## src/rtl/vga_timing_gen.sv

```systemverilog
// rtl/vga_timing_gen.sv - parametrised VGA raster timing generator; optional prefetch ports under VGA_TIMING_PREFETCH_EN
module vga_timing_gen #(
  parameter int H_ACTIVE = 640,
  parameter int H_FP     = 16,
  parameter int H_SYNC   = 96,
  parameter int H_BP     = 48,
  parameter int V_ACTIVE = 480,
  parameter int V_FP     = 10,
  parameter int V_SYNC   = 2,
  parameter int V_BP     = 33,
  parameter int HS_POL   = 0,
  parameter int VS_POL   = 0,
  parameter int CLK_DIV  = 1,
  parameter int X_W      = 10,
  parameter int Y_W      = 10,
  parameter int FRAME_W  = 8
`ifdef VGA_TIMING_PREFETCH_EN
  ,
  parameter int PREFETCH = 2
`endif
) (
  input  logic               clk,
  input  logic               rst_n,
  input  logic               en,
  output logic               hsync,
  output logic               vsync,
  output logic               vga_on,
  output logic [X_W-1:0]     pixel_x,
  output logic [Y_W-1:0]     pixel_y,
  output logic               pix_ce,
  output logic               sof,
  output logic               eol,
  output logic [FRAME_W-1:0] frame_cnt
`ifdef VGA_TIMING_PREFETCH_EN
  ,
  output logic [X_W-1:0]     pre_x,
  output logic [Y_W-1:0]     pre_y,
  output logic               pre_on
`endif
);

  localparam int H_TOTAL = H_ACTIVE + H_FP + H_SYNC + H_BP;
  localparam int V_TOTAL = V_ACTIVE + V_FP + V_SYNC + V_BP;

  localparam logic [X_W-1:0] X_LAST = X_W'(H_TOTAL - 1);
  localparam logic [X_W-1:0] X_ACT  = X_W'(H_ACTIVE);
  localparam logic [X_W-1:0] HS_LO  = X_W'(H_ACTIVE + H_FP);
  localparam logic [X_W-1:0] HS_HI  = X_W'(H_ACTIVE + H_FP + H_SYNC - 1);
  localparam logic [Y_W-1:0] Y_LAST = Y_W'(V_TOTAL - 1);
  localparam logic [Y_W-1:0] Y_ACT  = Y_W'(V_ACTIVE);
  localparam logic [Y_W-1:0] VS_LO  = Y_W'(V_ACTIVE + V_FP);
  localparam logic [Y_W-1:0] VS_HI  = Y_W'(V_ACTIVE + V_FP + V_SYNC - 1);

  localparam logic       HS_ON    = (HS_POL != 0);
  localparam logic       VS_ON    = (VS_POL != 0);
  localparam logic [2:0] DIV_LAST = 3'(CLK_DIV - 1);

  localparam bit PARAMS_OK = (CLK_DIV >= 1) && (CLK_DIV <= 8) &&
                             (H_SYNC > 0) && (V_SYNC > 0) &&
                             (H_TOTAL - 1 < (1 << X_W)) &&
                             (V_TOTAL - 1 < (1 << Y_W));

  logic [2:0]     div_cnt;
  logic [2:0]     div_nxt;
  logic           adv;
  logic [X_W-1:0] x_nxt;
  logic [Y_W-1:0] y_nxt;
  logic           line_wrap;
  logic           frame_wrap;

  function automatic logic hs_level(input logic [X_W-1:0] x);
    return ((x >= HS_LO) && (x <= HS_HI)) ? HS_ON : ~HS_ON;
  endfunction

  function automatic logic vs_level(input logic [Y_W-1:0] y);
    return ((y >= VS_LO) && (y <= VS_HI)) ? VS_ON : ~VS_ON;
  endfunction

  function automatic logic on_level(input logic [X_W-1:0] x, input logic [Y_W-1:0] y);
    return (x < X_ACT) && (y < Y_ACT);
  endfunction

  // Divider next value, raster advance decision and next raster position.
  always_comb begin
    adv        = en && (div_cnt == DIV_LAST);
    div_nxt    = (div_cnt == DIV_LAST) ? 3'd0 : div_cnt + 3'd1;
    x_nxt      = pixel_x;
    y_nxt      = pixel_y;
    if (adv) begin
      if (pixel_x == X_LAST) begin
        x_nxt = '0;
        y_nxt = (pixel_y == Y_LAST) ? '0 : pixel_y + 1'b1;
      end else begin
        x_nxt = pixel_x + 1'b1;
      end
    end
    line_wrap  = adv && (x_nxt == '0);
    frame_wrap = line_wrap && (y_nxt == '0);
  end

  // Counters, decoded levels and strobes; decodes use next counts so they line up with pixel_x/pixel_y.
  always_ff @(posedge clk) begin
    if (!rst_n) begin
      div_cnt   <= 3'd0;
      pixel_x   <= X_LAST;
      pixel_y   <= Y_LAST;
      hsync     <= ~HS_ON;
      vsync     <= ~VS_ON;
      vga_on    <= 1'b0;
      pix_ce    <= 1'b0;
      sof       <= 1'b0;
      eol       <= 1'b0;
      frame_cnt <= '1;
    end else if (en) begin
      div_cnt   <= div_nxt;
      pixel_x   <= x_nxt;
      pixel_y   <= y_nxt;
      hsync     <= hs_level(x_nxt);
      vsync     <= vs_level(y_nxt);
      vga_on    <= on_level(x_nxt, y_nxt);
      pix_ce    <= adv;
      eol       <= line_wrap;
      sof       <= frame_wrap;
      if (frame_wrap) begin
        frame_cnt <= frame_cnt + 1'b1;
      end
    end else begin
      pix_ce <= 1'b0;
      sof    <= 1'b0;
      eol    <= 1'b0;
    end
  end

`ifdef VGA_TIMING_PREFETCH_EN
  // The lookahead position starts PREFETCH pixels after (H_TOTAL-1, V_TOTAL-1), i.e. on line 0.
  localparam logic [X_W-1:0] PRE_X0  = X_W'(PREFETCH - 1);
  localparam logic           PRE_ON0 = (PREFETCH - 1 < H_ACTIVE) && (V_ACTIVE > 0);

  logic [X_W-1:0] pre_x_nxt;
  logic [Y_W-1:0] pre_y_nxt;

  // Lookahead position steps on the same advance as the visible raster.
  always_comb begin
    pre_x_nxt = pre_x;
    pre_y_nxt = pre_y;
    if (adv) begin
      if (pre_x == X_LAST) begin
        pre_x_nxt = '0;
        pre_y_nxt = (pre_y == Y_LAST) ? '0 : pre_y + 1'b1;
      end else begin
        pre_x_nxt = pre_x + 1'b1;
      end
    end
  end

  // Lookahead registers, held with the raster while en is low.
  always_ff @(posedge clk) begin
    if (!rst_n) begin
      pre_x  <= PRE_X0;
      pre_y  <= '0;
      pre_on <= PRE_ON0;
    end else if (en) begin
      pre_x  <= pre_x_nxt;
      pre_y  <= pre_y_nxt;
      pre_on <= on_level(pre_x_nxt, pre_y_nxt);
    end
  end
`endif

  // Parameter sanity check, meaningful in simulation only.
  always_ff @(posedge clk) begin
    assert (PARAMS_OK) else $error("vga_timing_gen: illegal parameter set");
  end

endmodule

```

## config.mk

```make
export PLATFORM = sky130hd
export DESIGN_NAME = vga_timing_gen
export DESIGN_NICKNAME = d
export VERILOG_FILES = /design/src/rtl/vga_timing_gen.sv
export SDC_FILE = /design/constraint.sdc
export NUM_CORES = 1
export LEC_CHECK = 0
export BUFFER_PORTS_ARGS = -buffer_cell sky130_fd_sc_hd__buf_2
export CORE_ASPECT_RATIO = 0.75
export CORE_MARGIN = 2
export CORE_UTILIZATION = 52
export CTS_CLUSTER_DIAMETER = 30
export DETAILED_ROUTE_END_ITERATION = 7
export GPL_ROUTABILITY_DRIVEN = 0
export PLACE_DENSITY = 0.77
export SYNTH_ARGS = -nofsm -noshare
export SYNTH_HDL_FRONTEND = slang
export SYNTH_SLANG_ARGS = --single-unit
```

## constraint.sdc

```tcl
create_clock -name clk -period 3.29 [get_ports clk]
set_clock_uncertainty 0.2 [all_clocks]
set_input_delay 0.329 -clock clk [delete_from_list [all_inputs] [get_ports clk]]
set_output_delay 0.329 -clock clk [all_outputs]
set_load 0.01 [all_outputs]
```

**After elaboration in Yosys (flattened, before gate mapping)**

Index checks and enable logic that the tools add are counted.
W data, S select, Z words.

- Output and inout bits: 34
- Register bits: 37

- Equality and inequality tests: 2
- Reductions and logical operators: 11
- Add/sub/neg operators: 4
- Magnitude comparators: 6
- Muxes and demuxes: 8

Operators by type and width:

| cell | number |
|---|---|
| $mux W10 | 5 |
| $add A10 B1 Y10 const B | 2 |
| $eq A10 B10 Y1 const B | 2 |
| $logic_not A10 Y1 | 2 |
| $ge A10 B10 Y1 const B | 1 |
| $ge A10 B9 Y1 const B | 1 |
| $le A10 B10 Y1 const B | 1 |
| $le A10 B9 Y1 const B | 1 |
| $lt A10 B10 Y1 const B | 1 |
| $lt A10 B9 Y1 const B | 1 |
| $add A8 B1 Y8 const B | 1 |
| $logic_and A1 B1 Y1 | 6 |
| $reduce_and A2 Y1 | 2 |
| $add A3 B1 Y3 const B | 1 |
| $logic_not A3 Y1 | 1 |
| $mux W3 | 1 |
| $mux W1 | 2 |

**Logic depth before layout (Yosys ltp)**

- Depth in word-level cells: 7
- Gate-level depth with buffers: 11
- Mapped depth without buffers: 9

**Worst setup path before layout**

Ideal clock, no wire load.

- Kind: reg2reg
- Start: register div_cnt[0]
- End: register frame_cnt[7]
- Data required time: 2.967 ns
- Stages on the path, launching flop included: 12
- Arrival time: 2.891 ns
- Setup slack: 0.076 ns
- Clock period less this slack: 3.214 ns
- Path through: dfxtp_1 inv_1 ha_1 nand3b_1 or4_1 buf_2 nor4_1 xor2_1 or3_1 buf_4 nor4_2 mux2_1

- Word-level cells in the longest chain between the ends: 7

RTL lines:

| what | line | RTL |
|---|---|---|
| start: declaration | 63 | `logic [2:0] div_cnt;` |
| start signal: assignment | 115 | `div_cnt <= div_nxt;` |
| $logic_not A3 Y1 * | 85 | `adv = en && (div_cnt == DIV_LAST);` |
| $logic_and A1 B1 Y1 * | 85 |  |
| $mux W10 | 89 | `if (adv) begin` |
| $logic_not A10 Y1 | 97 | `line_wrap = adv && (x_nxt == '0);` |
| $logic_and A1 B1 Y1 | 97 |  |
| $logic_and A1 B1 Y1 * | 98 | `frame_wrap = line_wrap && (y_nxt == '0);` |
| $reduce_and A2 Y1 (no source line) * | - |  |
| end signal: assignment | 125 | `frame_cnt <= frame_cnt + 1'b1;` |
| end: declaration | 33 | `output logic [FRAME_W-1:0] frame_cnt` |

Mark *: on every way between the ends. The rest lies on a longest branch, timed or not.
A chain may end at the register's enable or synchronous reset.

**Final worst setup path**

- Start: register div_cnt[0]
- End: register frame_cnt[3]

Same word-level chain as after synthesis.

==> key figures <==
Finish
  • Area occupied by multi-input gates: 1708 µm²
  • Commonest non-fill, non-tap cells in the layout: nand2_1 (39), dfxtp_1 (37), buf_2 (36)
  • Share of layout cells above drive strength 1: 24.06%
  • FILL cells: 404
  • Most common cell after layout, fill and taps aside: nand2_1
  • Register area: 740.7 µm²
  • Ant diodes: 0
  • Nets: 382
  • Layout area overhead: 23.41%

Timing
  • Rel. slew slack: 63.83%
  • Final hold viol count: 0
  • Final setup fails: 0
  • Slew @ Worst Pin: 541.5 ps
  • Post-route minimum period: 3196 ps
  • Fmax: 312.8 MHz
  • Slew Limit Fails: 0
  • RSZ-0062 raised after global routing: yes
  • Fin crit share: 97.16%
  • Final WS setup: 93.53 ps

Detailed routing
  • WL/cell: 16.31 µm
  • Post-route ant nets: 0
  • Overall routed net length: 7028 µm
  • Initial drt markers: 259
  • Total number of vias: 2717
  • Drc violations: 0
  • DR vias/cell: 6.304
  • First-pass DRT Iterations: 5

GRT
  • Gr busiest metal: met1
  • Largest net degree at the start of global routing: 29
  • GRT met1 Usage: 37.55%
  • Number of global-route vias before repair: 2279
  • Initial antenna violation count: 0
  • First-pass GRT wire length: 11000 µm
  • Fraction of met2 tracks used by global routing: 37.10%
  • M3 GR Usage: 4.522%
  • Total gr overflow: 0
  • GR Util All Layers: 25.15%

Min path
  • Hold path endpoint: pixel_y[2]
  • Hold Path Origin: rst_n
  • Hold Crit Class: in2reg
  • WHS Path Cells: 2

Clocking
  • Max Buffers Root-to-Sink: 2
  • Postcts setup bufs: 0
  • Root buf cell: clkbuf_8
  • Worst-Skew Late Latency: 290 ps
  • H-tree depth: 2
  • CTS clock-pin slew for the worst setup and hold paths: 80 ps
  • CTS tree: done
  • Sink Count: 37
  • Hold buffer count at cts: 0
  • Inserted Clock Buffers: 5

Flow run
  • Maxcap violations: 0

Worst setup path
  • Largest delay share family, worst path: compound AO/OA/AOI/OAI gates
  • Kind of critical path: reg2reg
  • R2R Path End: frame_cnt[3]
  • CP cell instances: inv_1 > ha_2 > nand3b_1 > buf_4 > buf_4 > nor4_4 > o21ba_2 > a2111oi_4 > buf_4 > o211ai_4 > nor3_1 > mux2_1
  • R2R cell count: 12
  • Worst r2r src: div_cnt[0]
  • Slowest stage delay, CP: 390 ps
  • Slowest CP cell: a2111oi_4
  • CP arrival: 3180 ps
  • CP dominant cell by count: buf_4
  • Kind of end point of the critical path: flip-flop
  • Worst path bufs/invs: 4
  • CP Launch Type: flip-flop
  • CP Max Fanout: 10
  • Worst Path Required: 3270 ps
  • Reg-to-reg setup timing slack: 90 ps

Synthesis
  • Top_reg_cell synth: dfxtp_1
  • Mux cell area share after synthesis: 3.128%
  • Post-Synth XOR/XNOR Area: 2.119%
  • Ys Warns: 0
  • Syn Area/Cell: 7.607 µm²
  • Synth Area in Adders: 3.027%
  • Post-Syn Nets: 335
  • Synth cell types: 58
  • Post-synth ARST share: 0%
  • Seq/Total Area, Yosys: 29.87%
  • Synth Area in Compound Gates: 19.53%
  • Cell Area, Synth: 2480 µm²
  • Cell count after synthesis: 326
  • Number of synthesized flops with an enable pin: 0
  • Fraction of the mapped netlist area in simple logic gates: 36.43%
  • Number of synthesized register bits: 37
  • Main combinational cell family by area after synthesis: simple AND/OR/NAND/NOR gates

Die
  • DIE WIDTH: 83.74 µm
  • DIE HEIGHT: 63.81 µm
  • Initial Util: 54.87%
  • IO Pins: 37
  • Die Area: 5343 µm²
  • Row count: 21
  • Core area: 4519 µm²

Status
  • Status: finished, final reports clean

Pwr
  • Peak supply drop: 378.1 µV
  • Pwr Total: 1.446 mW
  • Power density over cell area: 472.6 nW/µm²
  • P_leak: 1.178 nW

Placement
  • Setup slack at placement: 48.24 ps
  • Post-DP HPWL: 4706 µm
  • I/O Buffers: 36
repair_timing:
item                                    4_1_cts  5_1_grt
pin swaps                                     0        4
cloned                                        0        1
resized for setup                             1       18
endpoints found under the setup margin        3        7
through the flow:
step                std cells  cell area (µm²)  hold WS, ps  utilization (%)  setup TNS [ps]
floorplan                 326             2480        303.7                -               0
global placement          422             2825        275.0            62.51               0
detailed placement        422             2825        283.4            62.51               0
CTS                       430             2950        129.2            65.28               0
global route              431             3060        163.4            67.72          -297.5
finish                    431             3060        133.6            67.72               0
registers in the layout (all words and copies together), names as in the netlist:
register and count:
sof 1, pixel_x 10, pix_ce 1, frame_cnt 8, hsync 1, vga_on 1
vsync 1, eol 1, pixel_y 10, div_cnt 3
cells in the mapped netlist, drive strengths merged (2+ instances only):
master | instances | area share, %
o31a | 2 | 0.71
or3 | 4 | 1.0
o31ai | 5 | 1.5
mux2 | 6 | 2.7
nor4 | 11 | 4.4
or4 | 3 | 0.91
inv | 14 | 2.1
a311oi | 2 | 0.71
xor2 | 4 | 1.4
nand3 | 19 | 3.8
and3 | 4 | 1.0
dfxtp | 37 | 30
ha | 6 | 3.0
nand2b | 8 | 2.0
a2111oi | 4 | 1.5
nor2 | 18 | 2.7
nor2b | 5 | 1.3
nand3b | 2 | 0.61
and2 | 9 | 2.3
clkbuf | 15 | 2.3
nor4b | 3 | 1.1
o22ai | 3 | 0.76
o211ai | 3 | 1.5
o21ai | 19 | 3.8
a21boi | 2 | 0.61
nand4 | 9 | 2.3
xnor2 | 2 | 0.71
a31oi | 3 | 0.76
buf | 7 | 1.5
nand2 | 39 | 5.9
a21oi | 17 | 3.4
and4 | 5 | 1.8
nor3 | 17 | 3.4
final cells by class:
cell class / count / area share, %
Tap cell: 57 / 2.330
Clock inverter: 2 / 1.226
Sequential cell: 37 / 24.20
Inverter: 14 / 1.717
Clock buffer: 6 / 2.698
Timing Repair Buffer: 61 / 12.02
Multi-Input combinational cell: 254 / 55.81
power by group:
| group | internal, mW | switching [mW] | leakage [nW] |
|---|---|---|---|
| combinational | 0.200 | 0.315 | 0.820 |
| sequential | 0.475 | 0.0435 | 0.301 |
| clock | 0.246 | 0.166 | 0.0574 |
metal layers:
| layer | vias up | wire length (µm) | share of wire (%) |
|---|---|---|---|
| li1 | 1305 | - | - |
| met1 | 1255 | 3281 | 47 |
| met2 | 137 | 3045 | 43 |
| met3 | 20 | 564 | 8.0 |
| met4 | 0 | 136 | 1.9 |
| met5 | - | 0 | 0 |
worst max-delay path by stage:
stage                    start            to  cells after the start
floorplan           div_cnt[0]  frame_cnt[7]                     11
global placement    pixel_x[0]  frame_cnt[7]                     10
detailed placement  div_cnt[1]  frame_cnt[7]                      9
CTS                 div_cnt[1]  frame_cnt[4]                     12
global route        div_cnt[1]  frame_cnt[3]                     12
finish              div_cnt[0]  frame_cnt[3]                     12
logic make-up after synthesis:
logic type | after synthesis
buffers and inverters | 36
multiplexers | 7
AND/OR/NAND/NOR | 162
flip-flops | 37
AO/OA/AOI/OAI | 72
XOR/XNOR | 6
adder cells (fa/ha/maj) | 6
No activity file was read; power rests on OpenSTA's default activity.
